## config.mk

```make
export PLATFORM = sky130hd
export DESIGN_NAME = coeff_bus_master_flat
export DESIGN_NICKNAME = d
export VERILOG_FILES = /design/src/rtl/coeff_bus_master_if.sv /design/src/rtl/coeff_bus_master.sv /design/src/flat_wrapper.sv
export SDC_FILE = /design/constraint.sdc
export NUM_CORES = 1
export LEC_CHECK = 0
export ABC_AREA = 1
export BUFFER_PORTS_ARGS = -buffer_cell sky130_fd_sc_hd__buf_2
export CAP_MARGIN = 10
export CORE_AREA = 2 2 74 76
export CTS_CLUSTER_DIAMETER = 50
export DETAILED_ROUTE_END_ITERATION = 10
export DIE_AREA = 0 0 76 78
export HOLD_SLACK_MARGIN = 0.03
export PLACE_DENSITY_LB_ADDON = 0.1
export SLEW_MARGIN = 10
export SYNTH_ARGS = -nofsm -noshare
export SYNTH_HDL_FRONTEND = slang
export SYNTH_SLANG_ARGS = --single-unit
```

## constraint.sdc

```tcl
create_clock -name iClk_12M -period 1.5 [get_ports iClk_12M]
set_clock_uncertainty 0.1 [all_clocks]
set_input_delay 0.225 -clock iClk_12M [delete_from_list [all_inputs] [get_ports iClk_12M]]
set_output_delay 0.225 -clock iClk_12M [all_outputs]
set_load 0.005 [all_outputs]
```

## src/rtl/coeff_bus_master_if.sv

```systemverilog
// Coefficient stream and SRAM command bus between coeff_bus_master and the filter controller.
// The master modport is the initiator side; slave is the stream source / controller side.
interface coeff_bus_master_if;
  logic        iEnSample_300k;
  logic        iStartUpdate;
  logic        iCoeffValid;
  logic [15:0] iCoeffData;
  logic        oCoeffReady;
  logic        oCoeffiUpdateFlag;
  logic        oCsnRam;
  logic        oWrnRam;
  logic [3:0]  oAddrRam;
  logic [15:0] oWrDtRam;
  logic [5:0]  oNumOfCoeff;
  logic        oBusy;
  logic        oUpdateDone;
  logic        oOverrun;

  modport master (
    input  iEnSample_300k, iStartUpdate, iCoeffValid, iCoeffData,
    output oCoeffReady, oCoeffiUpdateFlag, oCsnRam, oWrnRam, oAddrRam, oWrDtRam,
    output oNumOfCoeff, oBusy, oUpdateDone, oOverrun
  );

  modport slave (
    output iEnSample_300k, iStartUpdate, iCoeffValid, iCoeffData,
    input  oCoeffReady, oCoeffiUpdateFlag, oCsnRam, oWrnRam, oAddrRam, oWrDtRam,
    input  oNumOfCoeff, oBusy, oUpdateDone, oOverrun
  );
endinterface

```

## src/rtl/coeff_bus_master.sv

```systemverilog
// Loads 40 coefficients into the four coefficient banks, then issues a 10-cycle read
// burst on every sample strobe. All bus outputs are registered.
module coeff_bus_master #(
  parameter int unsigned P_NUM_COEFF  = 40,
  parameter int unsigned P_BANK_DEPTH = 10
) (
  input logic                iClk_12M,
  input logic                iRst,
  coeff_bus_master_if.master bus
);

  localparam logic [5:0] LastIdx  = 6'(P_NUM_COEFF - 1);
  localparam logic [3:0] LastAddr = 4'(P_BANK_DEPTH - 1);

  // StUpdLast shows the final write after the last accept, with ready already low.
  typedef enum logic [2:0] {
    StIdle, StUpdSetup, StUpdWrite, StUpdLast, StUpdEnd, StRunWait, StRunRead
  } state_e;

  state_e      state_q, state_d;
  logic [5:0]  idx_q, idx_d;
  logic [3:0]  sub_q, sub_d;
  logic        pend_q, pend_d;
  logic        ready_q, ready_d;
  logic        flag_q, flag_d;
  logic        csn_q, csn_d;
  logic        wrn_q, wrn_d;
  logic [3:0]  addr_q, addr_d;
  logic [15:0] data_q, data_d;
  logic [5:0]  num_q, num_d;
  logic        busy_q, busy_d;
  logic        done_q, done_d;
  logic        ovr_q, ovr_d;
  logic        accept;

  assign accept = bus.iCoeffValid & ready_q;

  always_comb begin
    state_d = state_q;
    idx_d   = idx_q;
    sub_d   = sub_q;
    pend_d  = pend_q;
    ready_d = 1'b0;
    flag_d  = 1'b0;
    csn_d   = 1'b1;
    wrn_d   = 1'b1;
    addr_d  = '0;
    data_d  = '0;
    num_d   = '0;
    busy_d  = 1'b0;
    done_d  = 1'b0;
    ovr_d   = bus.iEnSample_300k &
              ((state_q inside {StUpdSetup, StUpdWrite, StUpdLast, StUpdEnd, StRunRead}) |
               ((state_q == StRunWait) & bus.iStartUpdate));

    unique case (state_q)
      StIdle:     if (bus.iStartUpdate) state_d = StUpdSetup;
      StUpdSetup: state_d = StUpdWrite;
      StUpdWrite: begin
        if (accept) begin
          idx_d = idx_q + 6'd1;
          sub_d = (sub_q == LastAddr) ? '0 : sub_q + 4'd1;
          if (idx_q == LastIdx) state_d = StUpdLast;
        end
      end
      StUpdLast:  state_d = StUpdEnd;
      StUpdEnd:   state_d = StRunWait;
      StRunWait: begin
        if (bus.iStartUpdate)        state_d = StUpdSetup;
        else if (bus.iEnSample_300k) state_d = StRunRead;
      end
      StRunRead: begin
        pend_d = pend_q | bus.iStartUpdate;
        if (addr_q == LastAddr) state_d = (pend_q | bus.iStartUpdate) ? StUpdSetup : StRunWait;
      end
      default:    state_d = StIdle;
    endcase

    if (state_d == StUpdSetup) begin
      pend_d = 1'b0;
      idx_d  = '0;
      sub_d  = '0;
    end

    // Outputs are decoded from the state being entered so they are registered.
    case (state_d)
      StUpdSetup: begin
        flag_d = 1'b1;
        wrn_d  = 1'b0;
        busy_d = 1'b1;
      end
      StUpdWrite, StUpdLast: begin
        flag_d  = 1'b1;
        wrn_d   = 1'b0;
        busy_d  = 1'b1;
        ready_d = (state_d == StUpdWrite);
        if (accept) begin
          csn_d  = 1'b0;
          data_d = bus.iCoeffData;
          num_d  = idx_q;
          addr_d = sub_q;
        end else begin
          data_d = data_q;
          num_d  = num_q;
          addr_d = addr_q;
        end
      end
      StUpdEnd: begin
        done_d = 1'b1;
        busy_d = 1'b1;
      end
      StRunRead: begin
        csn_d  = 1'b0;
        addr_d = (state_q == StRunRead) ? addr_q + 4'd1 : '0;
      end
      default: ;
    endcase
  end

  always_ff @(posedge iClk_12M) begin
    if (iRst) begin
      state_q <= StIdle;
      idx_q   <= '0;
      sub_q   <= '0;
      pend_q  <= 1'b0;
      ready_q <= 1'b0;
      flag_q  <= 1'b0;
      csn_q   <= 1'b1;
      wrn_q   <= 1'b1;
      addr_q  <= '0;
      data_q  <= '0;
      num_q   <= '0;
      busy_q  <= 1'b0;
      done_q  <= 1'b0;
      ovr_q   <= 1'b0;
    end else begin
      state_q <= state_d;
      idx_q   <= idx_d;
      sub_q   <= sub_d;
      pend_q  <= pend_d;
      ready_q <= ready_d;
      flag_q  <= flag_d;
      csn_q   <= csn_d;
      wrn_q   <= wrn_d;
      addr_q  <= addr_d;
      data_q  <= data_d;
      num_q   <= num_d;
      busy_q  <= busy_d;
      done_q  <= done_d;
      ovr_q   <= ovr_d;
    end
  end

  assign bus.oCoeffReady       = ready_q;
  assign bus.oCoeffiUpdateFlag = flag_q;
  assign bus.oCsnRam           = csn_q;
  assign bus.oWrnRam           = wrn_q;
  assign bus.oAddrRam          = addr_q;
  assign bus.oWrDtRam          = data_q;
  assign bus.oNumOfCoeff       = num_q;
  assign bus.oBusy             = busy_q;
  assign bus.oUpdateDone       = done_q;
  assign bus.oOverrun          = ovr_q;

endmodule
```

## src/flat_wrapper.sv

```systemverilog
// flat-port wrapper written by rule: the top's interface ports become plain ports
module coeff_bus_master_flat 
#(
  parameter int unsigned P_NUM_COEFF  = 40,
  parameter int unsigned P_BANK_DEPTH = 10
)
  (iClk_12M, iRst, bus_iEnSample_300k, bus_iStartUpdate, bus_iCoeffValid, bus_iCoeffData, bus_oCoeffReady, bus_oCoeffiUpdateFlag, bus_oCsnRam, bus_oWrnRam, bus_oAddrRam, bus_oWrDtRam, bus_oNumOfCoeff, bus_oBusy, bus_oUpdateDone, bus_oOverrun);
  coeff_bus_master_if bus_i ();
  input logic iClk_12M;
  input logic iRst;
  input wire logic [$bits(bus_i.iEnSample_300k)-1:0] bus_iEnSample_300k;
  input wire logic [$bits(bus_i.iStartUpdate)-1:0] bus_iStartUpdate;
  input wire logic [$bits(bus_i.iCoeffValid)-1:0] bus_iCoeffValid;
  input wire logic [$bits(bus_i.iCoeffData)-1:0] bus_iCoeffData;
  output wire logic [$bits(bus_i.oCoeffReady)-1:0] bus_oCoeffReady;
  output wire logic [$bits(bus_i.oCoeffiUpdateFlag)-1:0] bus_oCoeffiUpdateFlag;
  output wire logic [$bits(bus_i.oCsnRam)-1:0] bus_oCsnRam;
  output wire logic [$bits(bus_i.oWrnRam)-1:0] bus_oWrnRam;
  output wire logic [$bits(bus_i.oAddrRam)-1:0] bus_oAddrRam;
  output wire logic [$bits(bus_i.oWrDtRam)-1:0] bus_oWrDtRam;
  output wire logic [$bits(bus_i.oNumOfCoeff)-1:0] bus_oNumOfCoeff;
  output wire logic [$bits(bus_i.oBusy)-1:0] bus_oBusy;
  output wire logic [$bits(bus_i.oUpdateDone)-1:0] bus_oUpdateDone;
  output wire logic [$bits(bus_i.oOverrun)-1:0] bus_oOverrun;
  assign bus_i.iEnSample_300k = bus_iEnSample_300k;
  assign bus_i.iStartUpdate = bus_iStartUpdate;
  assign bus_i.iCoeffValid = bus_iCoeffValid;
  assign bus_i.iCoeffData = bus_iCoeffData;
  assign bus_oCoeffReady = bus_i.oCoeffReady;
  assign bus_oCoeffiUpdateFlag = bus_i.oCoeffiUpdateFlag;
  assign bus_oCsnRam = bus_i.oCsnRam;
  assign bus_oWrnRam = bus_i.oWrnRam;
  assign bus_oAddrRam = bus_i.oAddrRam;
  assign bus_oWrDtRam = bus_i.oWrDtRam;
  assign bus_oNumOfCoeff = bus_i.oNumOfCoeff;
  assign bus_oBusy = bus_i.oBusy;
  assign bus_oUpdateDone = bus_i.oUpdateDone;
  assign bus_oOverrun = bus_i.oOverrun;
  coeff_bus_master #(.P_NUM_COEFF(P_NUM_COEFF), .P_BANK_DEPTH(P_BANK_DEPTH)) u_core (.iClk_12M(iClk_12M), .iRst(iRst), .bus(bus_i));
endmodule
```

# ---- Yosys cells after proc, flatten, opt, wreduce, memory -nomap -nowiden
# Cells that the tools add are included.
# Widths: inputs -> output; s select.
dict set report totals {
  ff_bits 47
  elab_cells 64
  out_inout_bits 33
}
dict set report op_classes {
  n_eq_ne 15
  add_sub_neg 3
  mux 18
  bitwise_logic 6
  reduce_logical 8
}
# operator n
set op_table {}
lappend op_table {{$mux 3} 7}
lappend op_table {{$pmux 3 s7} 1}
lappend op_table {{$eq 3x3->1 const B} 5}
lappend op_table {{$eq 3x2->1 const B} 4}
lappend op_table {{$mux 4} 3}
lappend op_table {{$add 4x1->4 const B} 2}
lappend op_table {{$eq 4x4->1 const B} 2}
lappend op_table {{$pmux 4 s2} 1}
lappend op_table {{$add 6x1->6 const B} 1}
lappend op_table {{$eq 3x1->1 const B} 2}
lappend op_table {{$eq 6x6->1 const B} 1}
lappend op_table {{$reduce_or 2->1} 3}
lappend op_table {{$mux 1} 5}
lappend op_table {{$reduce_bool 5->1} 1}
lappend op_table {{$reduce_or 4->1} 1}
lappend op_table {{$and 1x1->1} 3}
lappend op_table {{$logic_not 3->1} 1}
lappend op_table {{$reduce_or 3->1} 1}
lappend op_table {{$ne 2x1->1 const B} 1}
lappend op_table {{$or 1x1->1} 2}
lappend op_table {{$pmux 1 s2} 1}
lappend op_table {{$reduce_and 2->1} 1}
lappend op_table {{$not 1->1} 1}

# ---- Depth between registers and ports, before layout
dict set report depth {
  ltp_word 8
  mapped_depth 10
}

# ---- Worst setup path after synthesis
# OpenSTA, ideal clock, no wires.
dict set report synth_timing {
  path_kind {register -> register}
  startpoint {register u_core.addr_q[0] (netlist: u_core.bus.oAddrRam[0])}
  endpoint {register u_core.idx_q[2]}
  path_stages_with_launch 10
  n_path_buf 1
  arrival_ps 1238
  slack_ps 46
  cell_sequence {dfxtp_1 > ha_1 > nand3b_1 > nand2_1 > nand2_1 > nor2_1 > nand2_1 > nand2_1 > buf_4 > nor2_1}
}
dict set report synth_via {
  elab_chain_len 5
}
# item line_no
set synth_lines {}
lappend synth_lines {{start, declared} coeff_bus_master.sv:28} ;# logic [3:0] addr_q, addr_d;
lappend synth_lines {{start signal, assigned} coeff_bus_master.sv:145} ;# addr_q <= addr_d;
lappend synth_lines {{$eq 4x4->1} coeff_bus_master.sv:74} ;# if (addr_q == LastAddr) state_d = (pend_q | bus.iStartUpdate) ? StUpdSetup : StRunWait;
lappend synth_lines {{$mux 3} coeff_bus_master.sv:74}
lappend synth_lines {{$pmux 3 s7} coeff_bus_master.sv:56} ;# unique case (state_q)
lappend synth_lines {{$eq 3x1->1} coeff_bus_master.sv:79} ;# if (state_d == StUpdSetup) begin
lappend synth_lines {{$reduce_or 2->1 (no source line)} n/a}
lappend synth_lines {{end signal, assigned} coeff_bus_master.sv:138} ;# idx_q <= idx_d;
lappend synth_lines {{end, declared} coeff_bus_master.sv:21} ;# logic [5:0] idx_q, idx_d;
# No other way between the ends.
# A chain may end at the register's enable or synchronous reset.

# ---- Worst setup path after layout
dict set report layout_timing {
  startpoint {register u_core.state_q[0]}
  endpoint {register u_core.idx_q[5]}
}
dict set report layout_via {
  elab_chain_len 5
  elab_cells_between_ends 17
  classes_between {7 x eq/ne; 7 x mux; 3 x reduce/logical}
}
# item line_no
set layout_lines {}
lappend layout_lines {{start, declared} coeff_bus_master.sv:20} ;# state_e state_q, state_d;
lappend layout_lines {{start signal, assigned} coeff_bus_master.sv:122} ;# state_q <= StIdle;
lappend layout_lines {{start signal, assigned} coeff_bus_master.sv:137} ;# state_q <= state_d;
lappend layout_lines {{$mux 3, on equally long branches} {coeff_bus_master.sv:70, coeff_bus_master.sv:63}}
lappend layout_lines {{$mux 3, on equally long branches} {coeff_bus_master.sv:69, coeff_bus_master.sv:60}}
lappend layout_lines {{$pmux 3 s7} coeff_bus_master.sv:56}
lappend layout_lines {{$eq 3x1->1} coeff_bus_master.sv:79}
lappend layout_lines {{$reduce_or 2->1 (no source line)} n/a}
# Several ways; a longest one is shown, not always the timed one.

==> run metrics <==
vias per inst=4.52; met1 GRT Util=19.6%; Synth Area per Inst=7.17 sq um; maximum number of pins on one net before global-route repair=25; Top delay family on crit path=simple AND/OR/NAND/NOR gates; row cnt=26; Mapped Cells=275; critical path's slowest cell=dfxtp_4; Final Max Tran Viols=0; Crit Reg-Reg Startpoint=u_core.state_q[0]$_SDFF_PP0_; Skew-Pair Late Insertion Delay=0.30 ns; Setup TNS=0 ns; post-synthesis cell area=1970 sq um; nets=367; DRT iter0 DRCs=81; Reg2Reg Depth=7; #FFs+latches synth=47; Placed Cells=404; Final Power=2.64 mW; Num CTS Buffers=5; Root Driver=clkbuf_8; I/O Buffers=53; first-pass GRT wire length=7480 um; status=completed; fin crit period=1.42 ns; Final Hold Viols=0; Antenna Nets Post-Route=0; Die X=76 um; Worst EP required=1.60 ns; met2 Usage GRT=25.6%; Startpoint Class=register; Worst Path Arrival=1.51 ns; most used routing layer=met2; Reg2Reg Setup Slack=0.08 ns; initial antenna violation count=0; Clk pin slew, worst setup/hold paths=0.09 ns; Tcrit/Tclk final=94.4%; HPWL Detailed=3130 um; unique cell type count in the Yosys netlist=24; commonest non-fill, non-tap cells in the layout=86 x nand2_1, 53 x buf_2, 42 x dfxtp_1, 29 x nor2_1, 28 x a21oi_1; post-route insts no fill=414; number of max-cap violations=0; Comb power frac=14.4%; vias in the first global route=1714; CP Buf/Inv Count=1; First-pass DRT Iterations=5; io pins=54; Core Area=5040 sq um; Die Ht=78 um; CTS tree=done; GPL Wtd Cong=0.825; M3 GR Usage=4.42%; crit path from=u_core.state_q[0]$_SDFF_PP0_; ANT cells=0; f_max=706 MHz; DIE AREA=5930 sq um; Final Routed Wirelength=4440 um; GR Util All Layers=15.3%; clk buf depth=2; R2R Path End=u_core.idx_q[5]$_SDFFE_PP0P_; WS Path Type=reg2reg; Hold Path Class=in2reg; routed len/inst=10.7 um; NetSw=0.680 mW; grt total ovfl=0; CP Capture Type=register; slowest stage delay, CP=0.37 ns; warnings from Yosys=0; Clock Sinks=47; Max IR drop VDD=0.482 mV; CTS H-Tree Depth=2; Levels on crit path=7; Seq pwr share=50.7%; via count=1873; Clock Power Share=34.9%; PD cells=1020 nW/um^2; Slew HR=81.6%; Int Pwr=1.96 mW; Syn Nets=299; Sw Ratio=25.7%; layout cells sized above 1=28.5%; Setup-failing EPs final=0; most common cell after layout, fill and taps aside=nand2_1; crit-path cells=nor2_2 -> o21ai_0 -> nand3_2 -> nand2_1 -> nand2_2 -> buf_6 -> nor2_1; Layout area overhead=31.8%; Seq/Total Area, Yosys=47.7%; Initial Util=39.1%; Worst-Margin Slew=0.273 ns; worst-path maximum fanout=6; Worst Setup EP=u_core.idx_q[5]$_SDFFE_PP0P_; leakage power=1.13 nW; # DRC=0
[through the flow]
stage               instance area, sq um  hold WS (ns)  worst slack, ns  util, %
finish                              2600        0.0668           0.0835     51.5
global route                        2600        0.0660          -0.0106     51.5
CTS                                 2530        0.0563           0.0112     50.1
detailed placement                  2400         0.331           0.0333     47.6
global placement                    2400         0.338           0.0110     47.6
floorplan                           1970         0.197           0.0461        -
[power groups by stage]
| stage | sequential (mW) | clock [mW] | combinational (mW) |
|---|---|---|---|
| after CTS | 1.33 | 0.956 | 0.357 |
| final | 1.34 | 0.923 | 0.381 |
| after global routing | 1.35 | 0.998 | 0.429 |
| after global placement | 1.36 | 0 | 0.353 |
| after detailed placement | 1.36 | 0 | 0.352 |
| after floorplan | 1.37 | 0 | 0.179 |
[synthesized netlist by cell type (all sizes together)]
| cell | instances | area, sq um |
|---|---|---|
| a211oi | 1 | 7.51 |
| a21oi | 28 | 140 |
| buf | 3 | 17.5 |
| clkbuf | 4 | 15.0 |
| clkinv | 2 | 8.75 |
| dfxtp | 47 | 941 |
| ha | 3 | 37.5 |
| inv | 23 | 86.3 |
| nand2 | 89 | 337 |
| nand3 | 14 | 75.1 |
| nand3b | 2 | 15.0 |
| nand4 | 2 | 12.5 |
| nor2 | 37 | 154 |
| nor3 | 2 | 10.0 |
| o21ai | 11 | 55.1 |
| o21bai | 1 | 7.51 |
| xnor2 | 1 | 8.76 |
| xor2 | 5 | 43.8 |
[repair_timing]
action / 4_1_cts / 5_1_grt
setup buffers: 0 / 1
hold buffers: 1 / 0
pin swaps: 0 / 5
resized for setup: 1 / 22
setup endpoints to repair: 2 / 20
hold endpoints to repair: 2 / 0
[sequential cells by signal, summed over array words and instances (netlist names)]
signal,cells
u_core.bus.oCsnRam,1
u_core.pend_q,1
u_core.bus.oCoeffReady,1
u_core.bus.oUpdateDone,1
u_core.bus.oNumOfCoeff,6
u_core.bus.oWrDtRam,16
u_core.bus.oBusy,1
u_core.bus.oWrnRam,1
u_core.sub_q,4
u_core.idx_q,6
u_core.bus.oAddrRam,4
u_core.bus.oCoeffiUpdateFlag,1
u_core.bus.oOverrun,1
u_core.state_q,3
[worst min path at each step]
stage / from / end / slack, ns / cells past startpoint
final: bus_iCoeffData[11] / u_core.bus.oWrDtRam[11]$_SDFFE_PP0N_ / 0.07 / 3
after global routing: bus_iCoeffData[10] / u_core.bus.oWrDtRam[10]$_SDFFE_PP0N_ / 0.07 / 3
after detailed placement: iRst / u_core.state_q[2]$_SDFF_PP0_ / 0.33 / 2
after global placement: iRst / u_core.state_q[2]$_SDFF_PP0_ / 0.34 / 2
after CTS: bus_iCoeffData[14] / u_core.bus.oWrDtRam[14]$_SDFFE_PP0N_ / 0.06 / 3
after floorplan: iRst / u_core.state_q[0]$_SDFF_PP0_ / 0.20 / 1
[metal layers]
layer / up-vias / part of all wire, % / wire length (um)
met5: - / 0 / 0
met3: 5 / 5.2 / 229
met1: 824 / 48 / 2150
li1: 1000 / - / -
met2: 44 / 45 / 2020
met4: 0 / 0.99 / 44
[final cells by class]
class	count	area, sq um
clock buffers	5	68.8
clock inverters	3	43.8
fillers	493	2440
inverters	25	95.1
multi-input cells	196	953
flip-flops and latches	47	950
well taps	70	87.6
repair buffers	68	400
[logic make-up (layout without fill, tap and decap cells)]
family                   count (synthesis)  after routing  share of synthesized area [%]
AO/OA/AOI/OAI                           41             41                           10.7
XOR/XNOR                                 6              6                           2.66
AND/OR/NAND/NOR                        146            146                           30.6
adder cells (fa/ha/maj)                  3              3                           1.90
flip-flops                              47             47                           47.7
buffers and inverters                   32            101                           6.47
[worst min-delay path, stage by stage]
cell and delay, ns:
buf_2 0.09, nand2_1 0.05, a21oi_1 0.05
Power figures use the tool's default switching activity.
